## config.mk

```make
export PLATFORM = sky130hd
export DESIGN_NAME = prism_input_cond
export DESIGN_NICKNAME = d
export VERILOG_FILES = /design/src/rtl/prism_input_cond.sv
export SDC_FILE = /design/constraint.sdc
export NUM_CORES = 1
export LEC_CHECK = 0
export BUFFER_PORTS_ARGS = -buffer_cell sky130_fd_sc_hd__buf_2
export CORE_AREA = 4 4 101 141
export DETAILED_ROUTE_END_ITERATION = 10
export DIE_AREA = 0 0 105 145
export GPL_ROUTABILITY_DRIVEN = 0
export PLACE_DENSITY = 0.79
export SETUP_SLACK_MARGIN = 0.3
export SLEW_MARGIN = 20
export SYNTH_ARGS = -nofsm -noshare
export SYNTH_HDL_FRONTEND = slang
export SYNTH_SLANG_ARGS = --single-unit
```

## constraint.sdc

```tcl
create_clock -name clk -period 2.05 [get_ports clk]
set_input_delay 0.41 -clock clk [delete_from_list [all_inputs] [get_ports clk]]
set_output_delay 0.41 -clock clk [all_outputs]
set_load 0.005 [all_outputs]
```

## src/rtl/prism_input_cond.sv

```systemverilog
// prism_input_cond: per-pin input conditioner ahead of the PRISM FSM.
// Each bit is optionally inverted, then either passed through with one
// register of latency or debounced against a programmable threshold.
// Clean levels, one-cycle edge pulses, sticky W1C edge flags and a
// maskable interrupt are produced from the conditioned levels.
module prism_input_cond #(
  parameter int WIDTH   = 7,
  parameter int DB_BITS = 8
) (
  input  logic              clk,
  input  logic              rst_n,
  input  logic [WIDTH-1:0]  pin_in,
  input  logic              cfg_wr,
  input  logic [1:0]        cfg_addr,
  input  logic [31:0]       cfg_wdata,
  output logic [31:0]       cfg_rdata,
  output logic [WIDTH-1:0]  cond_out,
  output logic [WIDTH-1:0]  rise_pulse,
  output logic [WIDTH-1:0]  fall_pulse,
  output logic              irq
);

  logic [DB_BITS-1:0] thresh_r;
  logic [WIDTH-1:0]   en_r;
  logic [WIDTH-1:0]   inv_r;
  logic [WIDTH-1:0]   rflag_r;
  logic [WIDTH-1:0]   fflag_r;
  logic [WIDTH-1:0]   rmask_r;
  logic [WIDTH-1:0]   fmask_r;
  logic [DB_BITS-1:0] cnt_r [WIDTH];
  logic [DB_BITS-1:0] cnt_s [WIDTH];
  logic [WIDTH-1:0]   cond_r;
  logic [WIDTH-1:0]   cond_s;
  logic [WIDTH-1:0]   prev_r;
  logic [WIDTH-1:0]   rise_r;
  logic [WIDTH-1:0]   fall_r;
  logic [WIDTH-1:0]   samp_s;
  logic [WIDTH-1:0]   rise_s;
  logic [WIDTH-1:0]   fall_s;
  logic [WIDTH-1:0]   rclr_s;
  logic [WIDTH-1:0]   fclr_s;
  logic               unused_wdata_s;

  // Only some write-data bits land in registers; the rest are ignored.
  assign unused_wdata_s = ^cfg_wdata;

  assign samp_s = pin_in ^ inv_r;
  assign rise_s = cond_r & ~prev_r;
  assign fall_s = ~cond_r & prev_r;

  // Per-bit bypass / debounce next-state: a pending difference commits once
  // the counter has reached the threshold, so lowering T mid-count commits
  // on the next pending cycle and the counter never wraps.
  always_comb begin
    for (int i = 0; i < WIDTH; i++) begin
      cond_s[i] = cond_r[i];
      cnt_s[i]  = {DB_BITS{1'b0}};
      if (!en_r[i]) begin
        cond_s[i] = samp_s[i];
      end else if (samp_s[i] == cond_r[i]) begin
        cnt_s[i] = {DB_BITS{1'b0}};
      end else if (cnt_r[i] >= thresh_r) begin
        cond_s[i] = samp_s[i];
      end else begin
        cnt_s[i] = cnt_r[i] + {{(DB_BITS-1){1'b0}}, 1'b1};
      end
    end
  end

  // Write-1-to-clear masks for the sticky flags.
  always_comb begin
    rclr_s = {WIDTH{1'b0}};
    fclr_s = {WIDTH{1'b0}};
    if (cfg_wr && (cfg_addr == 2'd2)) begin
      rclr_s = cfg_wdata[WIDTH-1:0];
      fclr_s = cfg_wdata[16 +: WIDTH];
    end else begin
      rclr_s = {WIDTH{1'b0}};
      fclr_s = {WIDTH{1'b0}};
    end
  end

  // Configuration registers, debounce state, edge pulses and sticky flags.
  always_ff @(posedge clk or negedge rst_n) begin
    if (!rst_n) begin
      thresh_r <= {DB_BITS{1'b0}};
      en_r     <= {WIDTH{1'b0}};
      inv_r    <= {WIDTH{1'b0}};
      rmask_r  <= {WIDTH{1'b0}};
      fmask_r  <= {WIDTH{1'b0}};
      rflag_r  <= {WIDTH{1'b0}};
      fflag_r  <= {WIDTH{1'b0}};
      cond_r   <= {WIDTH{1'b0}};
      prev_r   <= {WIDTH{1'b0}};
      rise_r   <= {WIDTH{1'b0}};
      fall_r   <= {WIDTH{1'b0}};
      for (int i = 0; i < WIDTH; i++) begin
        cnt_r[i] <= {DB_BITS{1'b0}};
      end
    end else begin
      if (cfg_wr) begin
        case (cfg_addr)
          2'd0: thresh_r <= cfg_wdata[DB_BITS-1:0];
          2'd1: begin
            en_r  <= cfg_wdata[WIDTH-1:0];
            inv_r <= cfg_wdata[16 +: WIDTH];
          end
          2'd3: begin
            rmask_r <= cfg_wdata[WIDTH-1:0];
            fmask_r <= cfg_wdata[16 +: WIDTH];
          end
          default: ;
        endcase
      end
      cond_r  <= cond_s;
      prev_r  <= cond_r;
      rise_r  <= rise_s;
      fall_r  <= fall_s;
      // Set wins over a same-cycle clear.
      rflag_r <= (rflag_r & ~rclr_s) | rise_s;
      fflag_r <= (fflag_r & ~fclr_s) | fall_s;
      for (int i = 0; i < WIDTH; i++) begin
        cnt_r[i] <= cnt_s[i];
      end
    end
  end

  // Register read mux; unused bits read as zero.
  always_comb begin
    cfg_rdata = 32'd0;
    case (cfg_addr)
      2'd0: cfg_rdata[DB_BITS-1:0] = thresh_r;
      2'd1: begin
        cfg_rdata[WIDTH-1:0]  = en_r;
        cfg_rdata[16 +: WIDTH] = inv_r;
      end
      2'd2: begin
        cfg_rdata[WIDTH-1:0]  = rflag_r;
        cfg_rdata[16 +: WIDTH] = fflag_r;
      end
      2'd3: begin
        cfg_rdata[WIDTH-1:0]  = rmask_r;
        cfg_rdata[16 +: WIDTH] = fmask_r;
      end
      default: cfg_rdata = 32'd0;
    endcase
  end

  assign cond_out   = cond_r;
  assign rise_pulse = rise_r;
  assign fall_pulse = fall_r;
  assign irq        = |((rflag_r & rmask_r) | (fflag_r & fmask_r));

endmodule

```

==> results.py <==
metrics = {
    "setup_path": {
        "crit_type": "flop to primary output",
        "worstPathArrival_ps": 1760,
        "path_cells": "a22oi_2, nand2_1, a221oi_2, nand4_1, buf_2",
        "worst_r2r_path_depth": 8,
        "max_stage_delay_ps": 400,
        "critPathCaptureType": "primary output",
        "rr_endpoint": "cnt_r[33]$_DFF_PN0_",
        "critPathRequiredTime_ps": 1640,
        "cp-start-kind": "flop",
        "rrSetupSlack_ps": -20,
        "reg2reg_from": "thresh_r[6]$_DFFE_PN0P_",
        "worst_path_max_delay_cell": "dfrtp_1",
        "critPathMaxFanout": 2,
    },
    "clock_tree": {
        "clock_latency_ps": 420,
        "cts_max_level": 4,
        "cts_made_buffers": 17,
        "root_buffer": "clkbuf_16",
        "clk_pin_slew_ps": 60,
        "cts_max_path_buffers": 2,
        "cts_sinks": 134,
        "cts_tree": "done",
    },
    "logic_synthesis": {
        "synth_xor_area_frac": 0.06622,
        "ys_ff_latch": 134,
        "async_reset_ff_frac": 1.000,
        "synthMuxAreaShare": 0.08007,
        "synth_top_family_by_area": "simple AND/OR/NAND/NOR gates",
        "avgSynthCellArea_um2": 11.59,
        "synthCells": 639,
        "ys_types": 44,
        "synth_compound_area_frac": 0.1169,
        "synth_top_flop_cell": "dfrtp_1",
        "synth-edff-count": 0,
        "syn_area_mm2": 0.007407,
        "ys_seq_area_frac": 0.4527,
        "yosysWarnings": 0,
        "synthSimpleGateAreaFrac": 0.1373,
        "synth_fa_ha_area_frac": 0.1064,
    },
    "drt": {
        "wl_per_cell_um": 25.00,
        "antenna_left": 0,
        "routed_wl_mm": 23.72,
        "drt_iter0_markers": 489,
        "drtPass1Iterations": 5,
        "drc_errors": 0,
        "route.vias.total": 6105,
        "viasPerCell": 6.433,
    },
    "global_routing": {
        "grt_antenna_before_repair": 2,
        "grt_overflow": 0,
        "grt_use_total": 0.2754,
        "grt_pass1_wl_mm": 33.09,
        "grt_pass1_vias": 6306,
        "grt_max_degree": 54,
    },
    "finish": {
        "final_common_cell": "dfrtp_1",
        "multi_input_area_mm2": 0.004803,
        "top_regs": "cnt_r (56), thresh_r (8)",
        "area_growth_pct": 37.42,
        "drive_gt1_frac": 0.4257,
        "layout_common_cells": "dfrtp_1 (133), buf_2 (55), buf_4 (51)",
        "nFillCells": 676,
        "fin_nets": 889,
        "largest_register_ffs": 56,
        "seq_area_mm2": 0.003354,
        "top_register": "cnt_r",
    },
    "placement": {
        "io_buffers": 63,
        "dp_hpwl_mm": 12.80,
    },
    "hold_path": {
        "hold_end": "thresh_r[7]$_DFFE_PN0P_",
        "hold_start": "cfg_wdata[7]",
        "hold_path_class": "primary input to flop",
        "min_path_cells": 3,
    },
    "sta": {
        "skew_ps": 9.147,
        "worst_hold_slack_ps": 251.8,
        "fin_crit_sh": 1.060,
        "slew_viol_final": 0,
        "fmax_mhz": 460.2,
        "tightest_slew_ps": 536.2,
        "min_period_ps": 2173,
        "max_slew_margin": 0.6416,
        "layout_setup_ws_ps": -123.1,
        "tns_ps": -148.5,
        "grt_setup_unrepaired": "true",
        "setup_viol": 4,
        "final_hold_viol_count": 0,
    },
    "power_and_ir_drop": {
        "powerDensity_mw_per_mm2": 1115,
        "vdd_drop_max_mv": 0.9633,
        "p_leak_nw": 4.486,
    },
    "outcome": {
        "status": "complete, but fails checks",
        "violations": "negative setup slack",
    },
    "job": {
        "maxCapViolCount": 0,
    },
    "floorplan": {
        "dieHeight_um": 145,
        "core_mm2": 0.01287,
        "die_w_um": 105,
        "io_pins": 98,
        "num_rows": 49,
        "start_util": 0.5753,
        "die_area_mm2": 0.01523,
    },
}
## timing repair
item,CTS,global route
endpoints found under the hold margin,46,0
pin swaps,79,22
endpoints found under the setup margin,78,78
hold buffers,1,0
setup buffers,23,15
resized for setup,118,80
## routing by layer
layer / part of all wire / track usage / up-vias / wire length, µm
li1: - / - / 2558 / -
met1: 0.35 / 0.3070 / 3034 / 8243
met2: 0.51 / 0.4823 / 360 / 12080
met3: 0.068 / 0.05867 / 153 / 1622
met4: 0.075 / 0.1582 / 0 / 1778
met5: 0 / 0 / - / 0
## critical path: cells and delay by family (launching register included)
kind	cells	cell delay, ps
AO/OA/AOI/OAI	2	460
buffers and inverters	1	170
flip-flops	1	400
AND/OR/NAND/NOR	2	300
## report_power, final
| group | internal (mW) | leakage [nW] | switching [mW] |
|---|---|---|---|
| registers | 3.21 | 1.68 | 0.621 |
| clock network | 2.19 | 0.319 | 1.14 |
| logic | 2.01 | 2.49 | 2.19 |
## Yosys cell counts (all sizes together) (2+ instances only)
library cell	instances	area [µm²]
ha	63	788.3
a21o	25	187.7
a21boi	4	33.78
o21ai	11	55.05
mux2i	3	30.03
mux2	36	405.4
and4	11	96.34
a22oi	4	30.03
nor2b	16	100.1
dfrtp	134	3353
nand3	36	180.2
mux4	7	157.7
inv	31	116.4
nand4	4	25.02
and2	4	25.02
a2111oi	10	237.7
clkbuf	2	7.510
o311ai	3	68.82
nor3	29	145.1
o31ai	7	52.55
nand2b	3	18.77
nand2	30	122.6
xor2	35	306.5
buf	25	171.4
a21oi	4	20.02
o21a	3	22.52
xnor2	21	183.9
a211oi	4	30.03
nor2	34	127.6
a221oi	2	17.52
a21bo	4	40.04
a22o	8	70.07
nor3b	5	47.54
and3	18	112.6
## cell families (layout without fill, tap and decap cells)
kind of cell             after synthesis  after routing
XOR/XNOR                              56             56
adder cells (fa/ha/maj)               63             63
AO/OA/AOI/OAI                         89             89
flip-flops                           134            134
AND/OR/NAND/NOR                      192            192
multiplexers                          46             46
buffers and inverters                 58            197
other                                  1             19
## how the worst max path moves through the flow
stage,startpoint,endpoint,slack (ps),cells past startpoint
finish,fflag_r[2]$_DFF_PN0_,irq,-120,5
global route,fflag_r[2]$_DFF_PN0_,irq,-190,5
CTS,fflag_r[3]$_DFF_PN0_,irq,5,4
detailed placement,thresh_r[6]$_DFFE_PN0P_,cnt_r[19]$_DFF_PN0_,-30,6
global placement,cfg_addr[0],cfg_rdata[6],80,3
floorplan,cfg_addr[0],cfg_rdata[16],310,4
## metrics by stage
stage	area [µm²]	total power [mW]	worst slack (ps)	utilization	cells
CTS	9573	10.44	5.269	0.7435	932
floorplan	7492	5.304	307.5	-	655
detailed placement	8099	6.350	-33.20	0.6291	877
global placement	8099	6.190	76.31	0.6291	877
finish	10180	11.34	-123.1	0.7906	949
global route	10180	11.79	-189.5	0.7906	949
## layout make-up
class / count / share of cell area
Antenna cell: 2 / 0.0004917
Clock buffer: 23 / 0.04892
Clock inverter: 8 / 0.01414
Inverter: 31 / 0.01278
Multi-Input combinational cell: 463 / 0.4719
Sequential cell: 134 / 0.3296
Tap cell: 153 / 0.01881
Timing Repair Buffer: 135 / 0.1034
No activity file was read; power rests on OpenSTA's default activity.
